$ cat config.mk
export PLATFORM = sky130hd
export DESIGN_NAME = prog_loader_flat
export DESIGN_NICKNAME = d
export VERILOG_FILES = /design/src/rtl/prog_loader_if.sv /design/src/rtl/prog_loader.sv /design/src/flat_wrapper.sv
export SDC_FILE = /design/constraint.sdc
export NUM_CORES = 1
export LEC_CHECK = 0
export ABC_AREA = 1
export BUFFER_PORTS_ARGS = -buffer_cell sky130_fd_sc_hd__buf_4
export CAP_MARGIN = 20
export CORE_ASPECT_RATIO = 1.5
export CORE_UTILIZATION = 50
export CTS_BUF_LIST = sky130_fd_sc_hd__clkbuf_16
export CTS_CLUSTER_DIAMETER = 60
export CTS_CLUSTER_SIZE = 24
export DETAILED_ROUTE_END_ITERATION = 8
export PLACE_DENSITY = 0.75
export SLEW_MARGIN = 20
export SYNTH_ARGS = -nofsm -noshare
export SYNTH_HDL_FRONTEND = slang
export SYNTH_SLANG_ARGS = --single-unit
$ cat constraint.sdc
create_clock -name clk -period 1.8 [get_ports clk]
set_input_delay 0.18 -clock clk [delete_from_list [all_inputs] [get_ports clk]]
set_output_delay 0.18 -clock clk [all_outputs]
set_load 0.01 [all_outputs]
$ cat src/rtl/prog_loader_if.sv
// prog_loader_if: byte-stream input and RAM write / control outputs of the
// program loader. The slave modport is the loader itself; master is the
// side that feeds bytes and observes the RAM port.
interface prog_loader_if;
   logic        in_valid;
   logic [7:0]  in_data;
   logic        in_ready;
   logic        ram_load;
   logic [1:0]  ram_wr;
   logic [15:0] ram_addr;
   logic [63:0] ram_d;
   logic        run;
   logic        busy;
   logic        err;

   modport master (
      output in_valid, in_data,
      input  in_ready, ram_load, ram_wr, ram_addr, ram_d, run, busy, err
   );

   modport slave (
      input  in_valid, in_data,
      output in_ready, ram_load, ram_wr, ram_addr, ram_d, run, busy, err
   );
endinterface

$ cat src/rtl/prog_loader.sv
// prog_loader: receives a program image over a byte stream
// (2-byte little-endian word count N, then N little-endian 64-bit words),
// writes each word into CPU RAM, then pulses run for one cycle.
// Optional trailing checksum byte enabled by defining LOADER_CSUM_EN:
// the 8-bit sum of all data bytes must match, else err is set and run is
// suppressed. Without the macro, err is tied low.
module prog_loader #(
   parameter logic [15:0] BASE_ADDR = 16'h0000,
   parameter logic [15:0] ADDR_STEP = 16'd1
) (
   input  logic           clk,
   input  logic           rst_n,
   prog_loader_if.slave   bus
);

   localparam logic [2:0] S_IDLE  = 3'd0;
   localparam logic [2:0] S_LEN1  = 3'd1;
   localparam logic [2:0] S_DATA  = 3'd2;
   localparam logic [2:0] S_WRITE = 3'd3;
   localparam logic [2:0] S_CSUM  = 3'd4;
   localparam logic [2:0] S_DONE  = 3'd5;

   // State entered once all words are written (or N=0)
`ifdef LOADER_CSUM_EN
   localparam logic [2:0] S_FINAL = S_CSUM;
`else
   localparam logic [2:0] S_FINAL = S_DONE;
`endif

   logic [2:0]  state_q, state_d;
   logic        ready_q, ready_d;
   logic [15:0] len_q, len_d;
   logic [15:0] addr_q, addr_d;
   logic [15:0] wcnt_q, wcnt_d;
   logic [2:0]  bcnt_q, bcnt_d;
   logic [63:0] shift_q, shift_d;
   logic [15:0] wcnt_inc;
   logic [15:0] len_full;
   logic        accept;

`ifdef LOADER_CSUM_EN
   logic [7:0]  csum_q, csum_d;
   logic        err_q, err_d;
`endif

   assign accept   = bus.in_valid && ready_q;
   assign wcnt_inc = wcnt_q + 16'd1;
   assign len_full = {bus.in_data, len_q[7:0]};

   // Next-state and datapath update for the load sequence
   always_comb begin
      state_d = state_q;
      len_d   = len_q;
      addr_d  = addr_q;
      wcnt_d  = wcnt_q;
      bcnt_d  = bcnt_q;
      shift_d = shift_q;
`ifdef LOADER_CSUM_EN
      csum_d  = csum_q;
      err_d   = err_q;
`endif
      case (state_q)
         S_IDLE: begin
            if (accept) begin
               len_d   = {8'h00, bus.in_data};
`ifdef LOADER_CSUM_EN
               csum_d  = 8'h00;
               err_d   = 1'b0;
`endif
               state_d = S_LEN1;
            end
         end
         S_LEN1: begin
            if (accept) begin
               len_d = len_full;
               if (len_full == 16'h0000) begin
                  state_d = S_FINAL;
               end else begin
                  state_d = S_DATA;
                  addr_d  = BASE_ADDR;
                  wcnt_d  = 16'h0000;
                  bcnt_d  = 3'd0;
               end
            end
         end
         S_DATA: begin
            if (accept) begin
               // Shift right so the first byte ends up in bits [7:0]
               shift_d = {bus.in_data, shift_q[63:8]};
`ifdef LOADER_CSUM_EN
               csum_d  = csum_q + bus.in_data;
`endif
               bcnt_d  = bcnt_q + 3'd1;
               if (bcnt_q == 3'd7) state_d = S_WRITE;
            end
         end
         S_WRITE: begin
            addr_d = addr_q + ADDR_STEP;
            wcnt_d = wcnt_inc;
            state_d = (wcnt_inc == len_q) ? S_FINAL : S_DATA;
         end
`ifdef LOADER_CSUM_EN
         S_CSUM: begin
            if (accept) begin
               if (bus.in_data == csum_q) begin
                  state_d = S_DONE;
               end else begin
                  err_d   = 1'b1;
                  state_d = S_IDLE;
               end
            end
         end
`endif
         S_DONE:  state_d = S_IDLE;
         default: state_d = S_IDLE;
      endcase

      // Ready is registered so it is low while reset is asserted
      ready_d = (state_d == S_IDLE) || (state_d == S_LEN1) ||
                (state_d == S_DATA) || (state_d == S_CSUM);
   end

   // Main loader registers
   always_ff @(posedge clk or negedge rst_n) begin
      if (!rst_n) begin
         state_q <= S_IDLE;
         ready_q <= 1'b0;
         len_q   <= 16'h0000;
         addr_q  <= BASE_ADDR;
         wcnt_q  <= 16'h0000;
         bcnt_q  <= 3'd0;
         shift_q <= 64'h0;
      end else begin
         state_q <= state_d;
         ready_q <= ready_d;
         len_q   <= len_d;
         addr_q  <= addr_d;
         wcnt_q  <= wcnt_d;
         bcnt_q  <= bcnt_d;
         shift_q <= shift_d;
      end
   end

`ifdef LOADER_CSUM_EN
   // Checksum accumulator and sticky error flag
   always_ff @(posedge clk or negedge rst_n) begin
      if (!rst_n) begin
         csum_q <= 8'h00;
         err_q  <= 1'b0;
      end else begin
         csum_q <= csum_d;
         err_q  <= err_d;
      end
   end
   assign bus.err = err_q;
`else
   assign bus.err = 1'b0;
`endif

   assign bus.in_ready = ready_q;
   assign bus.ram_load = (state_q == S_WRITE);
   assign bus.ram_wr   = (state_q == S_WRITE) ? 2'b11 : 2'b00;
   assign bus.ram_addr = addr_q;
   assign bus.ram_d    = shift_q;
   assign bus.run      = (state_q == S_DONE);
   assign bus.busy     = (state_q != S_IDLE);

endmodule

$ cat src/flat_wrapper.sv
// flat-port wrapper written by rule: the top's interface ports become plain ports
module prog_loader_flat 
#(
   parameter logic [15:0] BASE_ADDR = 16'h0000,
   parameter logic [15:0] ADDR_STEP = 16'd1
)
  (clk, rst_n, bus_in_valid, bus_in_data, bus_in_ready, bus_ram_load, bus_ram_wr, bus_ram_addr, bus_ram_d, bus_run, bus_busy, bus_err);
  prog_loader_if bus_i ();
  input  logic clk;
  input  logic rst_n;
  input wire logic [$bits(bus_i.in_valid)-1:0] bus_in_valid;
  input wire logic [$bits(bus_i.in_data)-1:0] bus_in_data;
  output wire logic [$bits(bus_i.in_ready)-1:0] bus_in_ready;
  output wire logic [$bits(bus_i.ram_load)-1:0] bus_ram_load;
  output wire logic [$bits(bus_i.ram_wr)-1:0] bus_ram_wr;
  output wire logic [$bits(bus_i.ram_addr)-1:0] bus_ram_addr;
  output wire logic [$bits(bus_i.ram_d)-1:0] bus_ram_d;
  output wire logic [$bits(bus_i.run)-1:0] bus_run;
  output wire logic [$bits(bus_i.busy)-1:0] bus_busy;
  output wire logic [$bits(bus_i.err)-1:0] bus_err;
  assign bus_i.in_valid = bus_in_valid;
  assign bus_i.in_data = bus_in_data;
  assign bus_in_ready = bus_i.in_ready;
  assign bus_ram_load = bus_i.ram_load;
  assign bus_ram_wr = bus_i.ram_wr;
  assign bus_ram_addr = bus_i.ram_addr;
  assign bus_ram_d = bus_i.ram_d;
  assign bus_run = bus_i.run;
  assign bus_busy = bus_i.busy;
  assign bus_err = bus_i.err;
  prog_loader #(.BASE_ADDR(BASE_ADDR), .ADDR_STEP(ADDR_STEP)) u_core (.clk(clk), .rst_n(rst_n), .bus(bus_i));
endmodule
==> qor.txt <==
WS Path Type: reg -> reg
Final WL: 15800 um
Yosys reg bits: 119
H-tree depth: 4
TritonRoute pass-1 iters: 5
Relative slew slack: 0.639
FMAX: 502 MHz
Vias in the first global route: 5284
CP endpoint kind: flip-flop
Met2 routed wirelength: 8230 um
Largest net degree at the start of global routing: 76
Failing checks: setup timing
Crit path required time: 2090 ps
Reg clk slew, reported paths: 60 ps
Gr ovfl total: 0
Antenna fix cells: 0
DP Area: 0.00671 mm^2
Crit Reg-Reg Endpoint: u_core.bus.in_ready$_DFF_PN0_
Async SR Flop Fraction: 1.00
DRC viols: 0
Worst min-delay path class: in -> reg
WP data arrival: 2280 ps
Clock Tree Buf Depth: 2
Share of cells above drive strength 1: 0.259
Die height: 131 um
Unrepaired setup endpoints after global routing: true
Combinational share of power: 0.412
Reg power frac: 0.344
Max Cap Viol: 0
Via density: 5.44
Total CTS buffers: 17
Nets: 832
Hold Fails Final Rpt: 0
Skew final: 7.27 ps
Core ar.: 0.0106 mm^2
Maximum VDD drop: 0.00119 V
Post-Syn Nets: 690
Placer Congestion: 0.938
EDFF count, synth: 0
Row count: 46
Worst-skew pair later-pin latency: 410 ps
Ys Warns: 0
Routed vias: 5296
Clk pwr share: 0.244
Pint: 8520 uW
Synth Instances: 675
Main synth FF type: dfrtp_1
Die X-Extent: 87.9 um
Leakage power: 0.00371 uW
Design area: 0.00752 mm^2
Synthesized cell area: 0.00553 mm^2
Final min period: 1990 ps
Wire length on met3: 915 um
Fin crit share: 1.11
CTS tree: done
Status: complete, but fails checks
Number of routed nets with antenna violations: 0
Crit path setup slack, layout: -192 ps
DIE AREA: 0.0115 mm^2
Setup TNS: -572 ps
Hold Crit Start: bus_in_data[4]
FILL cells: 791
Worst Hold End: u_core.len_q[4]$_DFFE_PN0P_
DR iter-0 viols: 342
Reg2reg setup slack: -190 ps
Power per cell area: 1870 mW/mm^2
Sw frac: 0.396
Final setup vio count: 4
Final HPWL DP: 10500 um
Clock root buffer: clkbuf_16
Area Overhead vs Synth: 36.0%
Clk sink count: 119
Port Buffers: 96
P_sw: 5580 uW
Syn_area_per_cell: 8.19 um^2
Initial antenna violation count: 0
Slew at the pin closest to its max-slew limit: 541 ps
Total power: 14100 uW
Sequential share of the synthesized area: 0.539
Highest metal used: met4
First-pass GRT wire length: 25100 um
Io pins: 98
Startpoint Class: flip-flop
Final Max Slew Viols: 0
Initial core utilization: 0.519
Reg2reg start: u_core.wcnt_q[1]$_DFFE_PN0P_
Met1 wire length: 5890 um
CP Max Fanout: 5
R2R cell count: 14
Hold depth: 3
GR Util All Layers: 0.288
Avg WL per Cell: 16.2 um
Synth unique cells: 32
## cells in the mapped netlist, types with 2 or more instances
cell	number	area [um^2]
nor2_1	26	97.6
o21ai_0	83	415
nand2_2	3	18.8
buf_2	6	30.0
buf_1	2	7.51
o22ai_1	23	144
dfrtp_1	119	2980
buf_4	3	22.5
nand2_1	202	758
nor4_1	2	12.5
inv_1	90	338
a21oi_1	3	15.0
nand3_1	43	215
clkbuf_1	14	52.6
xor2_1	12	105
nand4_1	15	93.8
ha_1	4	50.1
nor2_4	3	33.8
nor3_1	9	45.0
## sequential cells by signal, summed over array words and instances, names as in the netlist
name,flops
u_core.wcnt_q,16
u_core.len_q,16
u_core.bus.in_ready,1
u_core.bus.ram_addr,16
u_core.state_q,3
u_core.bus.ram_d,64
u_core.bcnt_q,3
## kinds of logic after synthesis
| kind of cell | after synthesis | share of synthesized area |
|---|---|---|
| buf+inv | 116 | 0.0821 |
| compound gates | 115 | 0.112 |
| xor+xnor | 12 | 0.0190 |
| other cells | 1 | 0.000678 |
| fa+ha+maj | 4 | 0.00905 |
| simple gates | 308 | 0.239 |
| flops | 119 | 0.539 |
## repair_timing
action | in CTS | in global routing
buffers inserted | 3 | 2
pin swaps | 12 | 10
hold buffers | 1 | 0
resized for setup | 17 | 22
hold endpoints to repair | 33 | 0
cloned | 2 | 0
endpoints found under the setup margin | 4 | 20
## per-stage QoR
step                utilization  hold WS [ps]  worst slack, ps  cells
global placement          0.630           199             -189    934
detailed placement        0.630           201             -238    934
CTS                       0.697          93.0             -114    972
finish                    0.706           112             -192    974
global route              0.706           129             -289    974
floorplan                     -          -116             55.0    675
## power by group through the flow
stage          Sequential, uW  Combinational [uW]  Clock, uW
2_1_floorplan            5000                2540          0
6_report                 4850                5810       3440
3_3_place_gp             4780                5220          0
3_5_place_dp             4810                5370          0
5_1_grt                  4970                6360       3610
4_1_cts                  4810                5610       3490
## how the worst max path moves through the flow
| stage | start | to | slack [ps] | cells past startpoint |
|---|---|---|---|---|
| floorplan | u_core.wcnt_q[0]$_DFFE_PN0P_ | u_core.bus.in_ready$_DFF_PN0_ | 50 | 14 |
| global placement | u_core.wcnt_q[0]$_DFFE_PN0P_ | u_core.bus.in_ready$_DFF_PN0_ | -190 | 14 |
| detailed placement | u_core.wcnt_q[0]$_DFFE_PN0P_ | u_core.bus.in_ready$_DFF_PN0_ | -240 | 14 |
| CTS | u_core.wcnt_q[1]$_DFFE_PN0P_ | u_core.bus.in_ready$_DFF_PN0_ | -110 | 14 |
| global route | u_core.wcnt_q[1]$_DFFE_PN0P_ | u_core.bus.in_ready$_DFF_PN0_ | -290 | 14 |
| finish | u_core.wcnt_q[1]$_DFFE_PN0P_ | u_core.bus.in_ready$_DFF_PN0_ | -190 | 14 |
## worst max-delay path: stages (launching register included)
cell     delay, ps
dfrtp_1        400
buf_6          140
nand2_4         80
nor2_4         200
nand3_2        140
nand2_2        100
nand2_1         60
nand2_1         70
nand2_1         60
nor2_1         110
nand2_1         90
nor2_4         160
nand3_2        110
nand2_2         90
nand2_2         50
## per-layer routing
metal,global-route usage,vias up
met1,0.320,2535
li1,-,2472
met3,0.0634,54
met4,0.172,0
met2,0.501,235
met5,0,-
## cell type report
type / count / area [um^2] / share of cell area
Clock buffer: 17 / 425 / 0.0566
Clock inverter: 15 / 178 / 0.0236
Inverter: 91 / 344 / 0.0457
Multi-Input combinational cell: 442 / 2240 / 0.298
Sequential cell: 119 / 2980 / 0.396
Tap cell: 144 / 180 / 0.0240
Timing Repair Buffer: 146 / 1180 / 0.156
## cells in the final DEF (no fill, tap or decap), drive strengths merged
master and instances:
inv 93, a211oi 1, a21oi 3, xor2 12, o22ai 23, nand4 15
dfrtp 119, nand3 44, o21ai 85, a31oi 1, a22o 1, ha 4
nand2 206, clkinv 7, clkbuf 17, clkinvlp 3, conb 1, buf 145
o211ai 1, nor2 32, nor4 2, nand3b 1, dlygate4sd3 1, bufinv 3
nor3 10
No activity file was read; power rests on OpenSTA's default activity.
